===== src/rtl/minsec_display.sv =====
// Purpose: four-digit multiplexed MM:SS display driver with frame-coherent value snapshots and adjust-field blinking.
// Latency: o_an/o_seg are registered and follow the current scan index by exactly one cycle.
// Backpressure: none; the display is a free-running sink with no flow control.
//
// Ports:
//   i_clk              sole clock, all state on its rising edge
//   i_rst              synchronous active-high reset
//   i_minutes[5:0]     binary minutes, snapshotted once per frame
//   i_seconds[5:0]     binary seconds, snapshotted once per frame
//   i_adj              adjust mode, sampled live
//   i_sel              adjust field select (1 = minutes, 0 = seconds), sampled live
//   o_an[3:0]          active-low anode enables, bit 0 = rightmost digit
//   o_seg[6:0]         active-low segments {g,f,e,d,c,b,a}
module minsec_display #(
    parameter int REFRESH_DIV = 100_000,
    parameter int BLINK_DIV   = 25_000_000
) (
    input  logic       i_clk,
    input  logic       i_rst,
    input  logic [5:0] i_minutes,
    input  logic [5:0] i_seconds,
    input  logic       i_adj,
    input  logic       i_sel,
    output logic [3:0] o_an,
    output logic [6:0] o_seg
);

    localparam int RW = (REFRESH_DIV > 1) ? $clog2(REFRESH_DIV) : 1;
    localparam int BW = (BLINK_DIV > 1) ? $clog2(BLINK_DIV) : 1;
    localparam logic [RW-1:0] REF_MAX = RW'(REFRESH_DIV - 1);
    localparam logic [BW-1:0] BLK_MAX = BW'(BLINK_DIV - 1);
    localparam logic [6:0] SEG_BLANK = 7'b1111111;

    logic [RW-1:0] refresh_q, refresh_d;
    logic [1:0]    scan_q, scan_d;
    logic [5:0]    min_q, min_d;
    logic [5:0]    sec_q, sec_d;
    logic [BW-1:0] blink_cnt_q, blink_cnt_d;
    logic          phase_q, phase_d;
    logic [3:0]    an_q, an_d;
    logic [6:0]    seg_q, seg_d;

    logic          refresh_wrap;
    logic          frame_latch;
    logic [5:0]    min_c, sec_c;
    logic [3:0]    digit;
    logic          blank;

    function automatic logic [6:0] seg_lut(input logic [3:0] d);
        logic [6:0] s;
        case (d)
            4'd0:    s = 7'b1000000;
            4'd1:    s = 7'b1111001;
            4'd2:    s = 7'b0100100;
            4'd3:    s = 7'b0110000;
            4'd4:    s = 7'b0011001;
            4'd5:    s = 7'b0010010;
            4'd6:    s = 7'b0000010;
            4'd7:    s = 7'b1111000;
            4'd8:    s = 7'b0000000;
            4'd9:    s = 7'b0010000;
            default: s = SEG_BLANK;
        endcase
        return s;
    endfunction

    always_comb begin
        refresh_wrap = (refresh_q == REF_MAX);
        refresh_d    = refresh_wrap ? '0 : refresh_q + 1'b1;
        scan_d       = refresh_wrap ? scan_q + 2'd1 : scan_q;

        // Snapshot only as the scan rolls from the last digit back to the
        // first, so every frame is drawn from one coherent value.
        frame_latch  = refresh_wrap && (scan_q == 2'd3);
        min_d        = frame_latch ? i_minutes : min_q;
        sec_d        = frame_latch ? i_seconds : sec_q;

        // Outside adjust mode the blinker parks at count 0 / visible, so the
        // first adjust cycle naturally starts a fresh visible half-period.
        blink_cnt_d  = '0;
        phase_d      = 1'b1;
        if (i_adj) begin
            if (blink_cnt_q == BLK_MAX) begin
                blink_cnt_d = '0;
                phase_d     = ~phase_q;
            end else begin
                blink_cnt_d = blink_cnt_q + 1'b1;
                phase_d     = phase_q;
            end
        end

        min_c = (min_q > 6'd59) ? 6'd59 : min_q;
        sec_c = (sec_q > 6'd59) ? 6'd59 : sec_q;

        case (scan_q)
            2'd0:    digit = 4'(sec_c % 6'd10);
            2'd1:    digit = 4'(sec_c / 6'd10);
            2'd2:    digit = 4'(min_c % 6'd10);
            default: digit = 4'(min_c / 6'd10);
        endcase

        // scan_q[1] set means a minutes digit; blank it only when it belongs
        // to the field being adjusted and the blink phase is hidden.
        blank = i_adj && !phase_q && (i_sel == scan_q[1]);

        an_d  = ~(4'b0001 << scan_q);
        seg_d = blank ? SEG_BLANK : seg_lut(digit);
    end

    always_ff @(posedge i_clk) begin
        if (i_rst) begin
            refresh_q   <= '0;
            scan_q      <= 2'd0;
            min_q       <= 6'd0;
            sec_q       <= 6'd0;
            blink_cnt_q <= '0;
            phase_q     <= 1'b1;
            an_q        <= 4'b1111;
            seg_q       <= SEG_BLANK;
        end else begin
            refresh_q   <= refresh_d;
            scan_q      <= scan_d;
            min_q       <= min_d;
            sec_q       <= sec_d;
            blink_cnt_q <= blink_cnt_d;
            phase_q     <= phase_d;
            an_q        <= an_d;
            seg_q       <= seg_d;
        end
    end

    assign o_an  = an_q;
    assign o_seg = seg_q;

endmodule


===== config.mk =====
export PLATFORM = sky130hd
export DESIGN_NAME = minsec_display
export DESIGN_NICKNAME = d
export VERILOG_FILES = /design/src/rtl/minsec_display.sv
export SDC_FILE = /design/constraint.sdc
export NUM_CORES = 1
export LEC_CHECK = 0
export ABC_AREA = 1
export BUFFER_PORTS_ARGS = -buffer_cell sky130_fd_sc_hd__buf_2
export CAP_MARGIN = 30
export CORE_AREA = 3 3 98 137
export CTS_BUF_LIST = sky130_fd_sc_hd__clkbuf_4 sky130_fd_sc_hd__clkbuf_8
export DETAILED_ROUTE_END_ITERATION = 10
export DIE_AREA = 0 0 101 140
export PLACE_DENSITY = 0.57
export SLEW_MARGIN = 15
export SYNTH_ARGS = -nofsm -noshare
export SYNTH_HDL_FRONTEND = slang
export SYNTH_SLANG_ARGS = --single-unit

===== constraint.sdc =====
create_clock -name i_clk -period 3.93 [get_ports i_clk]
set_clock_uncertainty 0.15 [all_clocks]
set_input_delay 0.5895 -clock i_clk [delete_from_list [all_inputs] [get_ports i_clk]]
set_output_delay 0.5895 -clock i_clk [all_outputs]
set_load 0.02 [all_outputs]

# --- After elaboration in Yosys (flattened, before gate mapping) ---
# Memory sizes are Yosys's and may differ from the RTL's. A register that Yosys moved wholly into a read port is not among the register bits.
# Index checks and enable logic that the tools add are counted.
word_totals:
  ff_bits: 61
  latch_bits: 0
  ram_bits: 0
  rom_bits: 112
  in_bits: 16
  out_inout_bits: 11
  memories: 1
mem_list:
  columns: ["name", "words", "word_bits", "rd", "rd_ports_with_merged_regs", "write_ports", "line_no", "rtl"]
  rows:
  - ["(no name shown)", 16, 7, 1, 1, 0, "51", "case (d)"]
op_classes:
  addsub: 3
  multipliers: 0
  div: 4
  n_lt_le_gt_ge: 2
  n_eq_ne: 6
  n_shift: 1
  n_mux: 3
  n_bitwise: 3
  reduce_logical: 9
op_table:
  columns: ["cell", "count"]
  rows:
  - ["$add 25x1->25 const B", 1]
  - ["$eq 25x25->1 const B", 1]
  - ["$add 17x1->17 const B", 1]
  - ["$eq 17x17->1 const B", 1]
  - ["$div 6x4->6 const B", 2]
  - ["$gt 6x6->1 const B", 2]
  - ["$mod 6x4->6 const B", 2]
  - ["$mux 6", 2]
  - ["$pmux 4 s3", 1]
  - ["$reduce_or 2->1", 3]
  - ["$eq 2x2->1 const B", 2]
  - ["$not 4->4", 1]
  - ["$shl 1x2->4 const A", 1]
  - ["$logic_and 1x1->1", 3]
  - ["$reduce_or 3->1", 1]
  - ["$add 2x1->2 const B", 1]
  - ["$eq 2x1->1 const B", 1]
  - ["$logic_not 2->1", 1]
  - ["$not 1->1", 2]
  - ["$eq 1x1->1", 1]
  - ["$logic_not 1->1", 1]

# --- Longest topological paths before layout ---
logic_depth:
  word_depth: 4
  ltp_mapped: 25
  mapped_depth_nobuf: 25

# --- Worst setup path after synthesis ---
# No wires, ideal clock.
synth_timing:
  path_type: "register to register"
  start: "register scan_q[0]"
  end: "register seg_q[3], in the netlist o_seg[3]"
  setup_time_ns: 0.123
  t_arrival_ns: 2.788
  required_time_ns: 3.657
  path_slack_ns: 0.869
  path_stages_with_launch: 21
  n_path_buf: 1
  period_less_slack_ns: 3.061
  path_cell_list: "dfxtp_1 inv_1 ha_1 buf_6 nand2_2 nand2_4 ha_1 nor2_1 a21oi_4 a21oi_1 nand3_1 nand2_4 nand2_4 nand2_4 nand2_2 nand3_1 nand2_1 ha_1 nand3b_1 nand3_1 nand3_1"
synth_between:
  elab_chain_cells: 2
  word_cells_on_any_way: 4
synth_rtl:
  columns: ["item", "line_no", "rtl"]
  rows:
  - ["start, declared", "35", "logic [1:0] scan_q, scan_d;"]
  - ["start signal, assigned", "122", "scan_q <= scan_d;"]
  - ["$eq 2x2->1, or another cell as far along", "95", "case (scan_q)"]
  - ["$pmux 4 s3 *", "95", null]
  - ["end, declared", "41", "logic [6:0] seg_q, seg_d;"]
# Every way passes the cells marked *; elsewhere a longest branch is shown, timed or not.
# A chain may end at the register's enable or synchronous reset.

# --- Worst setup path after layout ---
# Same ends and word-level chain as after synthesis.

==> flow_metrics.env <==
export IMPL_cts_tree="built"
export IMPL_fillers=1286
export IMPL_maxSlewViolCount=0
export IMPL_port_buffers=26
export IMPL_syn_to_final_growth_pct=14.5
export IMPL_root_buffer="clkbuf_8"
export IMPL_cpPeakStageDelay_ps=360
export IMPL_multiInputGateArea_sq_mm=0.00197
export IMPL_use_met2=0.208
export IMPL_dieHeight_um=140
export IMPL_cts_setup_buffers=0
export IMPL_p_total_uw=1450
export IMPL_place_hpwl_mm=5.99
export IMPL_finalHoldViolCount=0
export IMPL_tightestPinTransition_ps=683
export IMPL_overflow=0
export IMPL_antenna_found_initial=0
export IMPL_first_global_vias=3192
export IMPL_synth_distinct_cells=35
export IMPL_vdd_ir_drop_max_uv=142
export IMPL_required_ps=4010
export IMPL_drtIter0Drc=111
export IMPL_clock_latency_ps=350
export IMPL_synth_cells=508
export IMPL_grt_pass1_wl_mm=13.3
export IMPL_ys_seq_area_frac=0.373
export IMPL_async_reset_ff_frac=0
export IMPL_cp_start_kind="flip-flop"
export IMPL_use_met3=0.0284
export IMPL_fin_util=0.338
export IMPL_placementRows=48
export IMPL_track_usage=0.115
export IMPL_syn_cell_area_sq_mm=0.00365
export IMPL_drt_vias_per_instance=4.66
export IMPL_status="finished, final reports clean"
export IMPL_synth_largest_area_cell="dfxtp_1"
export IMPL_crit_arrival_ps=3500
export IMPL_slowest_stage="dfxtp_1"
export IMPL_antenna_cells=0
export IMPL_die_area_sq_mm=0.0141
export IMPL_ioPinCount=27
export IMPL_crit_type="flip-flop to flip-flop"
export IMPL_remaining_drc_errors=0
export IMPL_period_share=0.871
export IMPL_synth_area_per_cell_sq_um=7.19
export IMPL_synthTopCellsByArea="dfxtp_1, nand2_1, inv_1"
export IMPL_antenna_left=0
export IMPL_placed_area_sq_mm=0.00394
export IMPL_synth_edf_count=0
export IMPL_setup_viol=0
export IMPL_syn_nets=539
export IMPL_core_area_sq_mm=0.0124
export IMPL_post_cts_resized=0
export IMPL_start_util=0.295
export IMPL_yosysWarnings=0
export IMPL_nets=568
export IMPL_grt_setup_unrepaired="false"
export IMPL_hold_buffers=0
export IMPL_pre_cts_ws_ps=531
export IMPL_cp_num_buf_inv=2
export IMPL_yosysMostFrequentCell="nand2_1"
export IMPL_gp_congestion=0.898
export IMPL_dr_pass1_iters=5
export IMPL_synthTopCellsByCount="nand2_1, inv_1, dfxtp_1, nand3_1, nor2_1"
export IMPL_cts_sinks=68
export IMPL_p_leak_uw=0.00174
export IMPL_drt_total_wl_mm=7.63
export IMPL_numCtsBuffers=9
export IMPL_clk_pin_slew_worst_paths_ps=80
export IMPL_synth_flop_cell="dfxtp_1"
export IMPL_max_freq_mhz=292
export IMPL_final_area_sq_mm=0.00418
export IMPL_ys_seq_elements=68
export IMPL_crit_path_end_kind="flip-flop"
export IMPL_power_density_mw_per_mm2=347
export IMPL_grt_busiest_layer="met2"
export IMPL_finalWorstSetupSlack_ps=509
export IMPL_cts_max_path_buffers=2
export IMPL_worstHoldPathType="flip-flop to flip-flop"
export IMPL_vias=3222
export IMPL_grt_max_degree=25
export IMPL_htreeDepth=3
export IMPL_relSlewSlack=0.544
export IMPL_regArea_sq_mm=0.00136
export IMPL_path_delay_family="simple AND/OR/NAND/NOR gates"
export IMPL_synth_top_cell_area_share=0.373
export IMPL_wl_per_cell_um=11.0
export IMPL_path_max_fanout=7
export IMPL_use_met1=0.119
export IMPL_die_x_um=101
export IMPL_period_needed_ps=3420
export IMPL_drive_gt1_frac=0.148
export IMPL_maxCapViolCount=0
export IMPL_cp_cell_sequence="inv_1 -> ha_1 -> buf_4 -> nand2_2 -> nand2_4 -> ha_1 -> nor2_1 -> a21oi_4 -> a21oi_1 -> nand3_1 -> nand2_4 -> nand2_4 -> nand2_4 -> nand2_2 -> nand3_1 -> nand2_1 -> ha_1 -> nand3b_1 -> nand3_1 -> nand3_1"
export IMPL_setup_tns_ps=0
## where the power goes
group          switching [uW]  leakage, uW  internal (uW)
Clock                     286     0.000116            424
Sequential               3.41     0.000551            696
Combinational            25.9      0.00108           14.7
Total                     315      0.00174           1130
## registers in the layout, summed over array words and instances, names as in the netlist
register,count
o_seg,7
refresh_q,17
o_an,4
min_q,6
sec_q,6
phase_q,1
scan_q,2
blink_cnt_q,25
## layout by cell type, fill, tap and decap left out, types with 2 or more instances in the layout
cell type	count
ha_1	15
clkinvlp_4	2
a21oi_1	34
nand3_1	47
a31oi_1	2
bufinv_16	3
nand3_2	3
a211oi_1	2
o21ai_1	4
nand4_1	8
nand2_4	10
inv_2	4
dfxtp_1	68
o21ai_0	25
nor2_1	46
nand2_1	92
buf_2	26
nand3b_1	5
inv_1	72
nand2_2	11
xnor2_1	5
or2_2	3
nor3_1	21
xor2_1	8
clkbuf_8	9
nor4_1	4
## routing by layer
metal	up-vias	wire (um)
li1	1696	-
met1	1463	3280
met2	44	3900
met3	19	222
met4	0	225
met5	-	0
## path summary, 6_finish.rpt
kind                                 from                      end  slack, ps  cells past startpoint
hold / removal    refresh_q[0]$_SDFF_PP0_  refresh_q[0]$_SDFF_PP0_        300                      1
setup reg to reg   scan_q[0]$_SDFFE_PP0P_      o_seg[3]$_SDFF_PP1_        510                     20
hold reg to reg   refresh_q[0]$_SDFF_PP0_  refresh_q[0]$_SDFF_PP0_        300                      1
setup / recovery   scan_q[0]$_SDFFE_PP0P_      o_seg[3]$_SDFF_PP1_        510                     20
## area by class of cell
cell class              count  area share
flip-flops and latches     68       0.325
inverters                  76      0.0682
repair buffers             27      0.0329
clock inverters             7      0.0293
multi-input cells         355       0.470
clock buffers               9      0.0296
well taps                 150      0.0449
## kinds of logic (layout without fill, tap and decap cells)
group | after synthesis | in the layout | share of synthesized area
flip-flops | 68 | 68 | 0.373
XOR/XNOR | 13 | 13 | 0.0312
AO/OA/AOI/OAI | 72 | 72 | 0.110
buffers and inverters | 85 | 119 | 0.0894
adder cells (fa/ha/maj) | 15 | 15 | 0.0514
AND/OR/NAND/NOR | 255 | 255 | 0.346
## per-stage QoR
stage          std cells  hold WS (ps)
6_report             692           299
5_1_grt              692           321
4_1_cts              692           302
3_5_place_dp         676           284
3_3_place_gp         676           277
2_1_floorplan        508           268
Power figures use the tool's default switching activity.
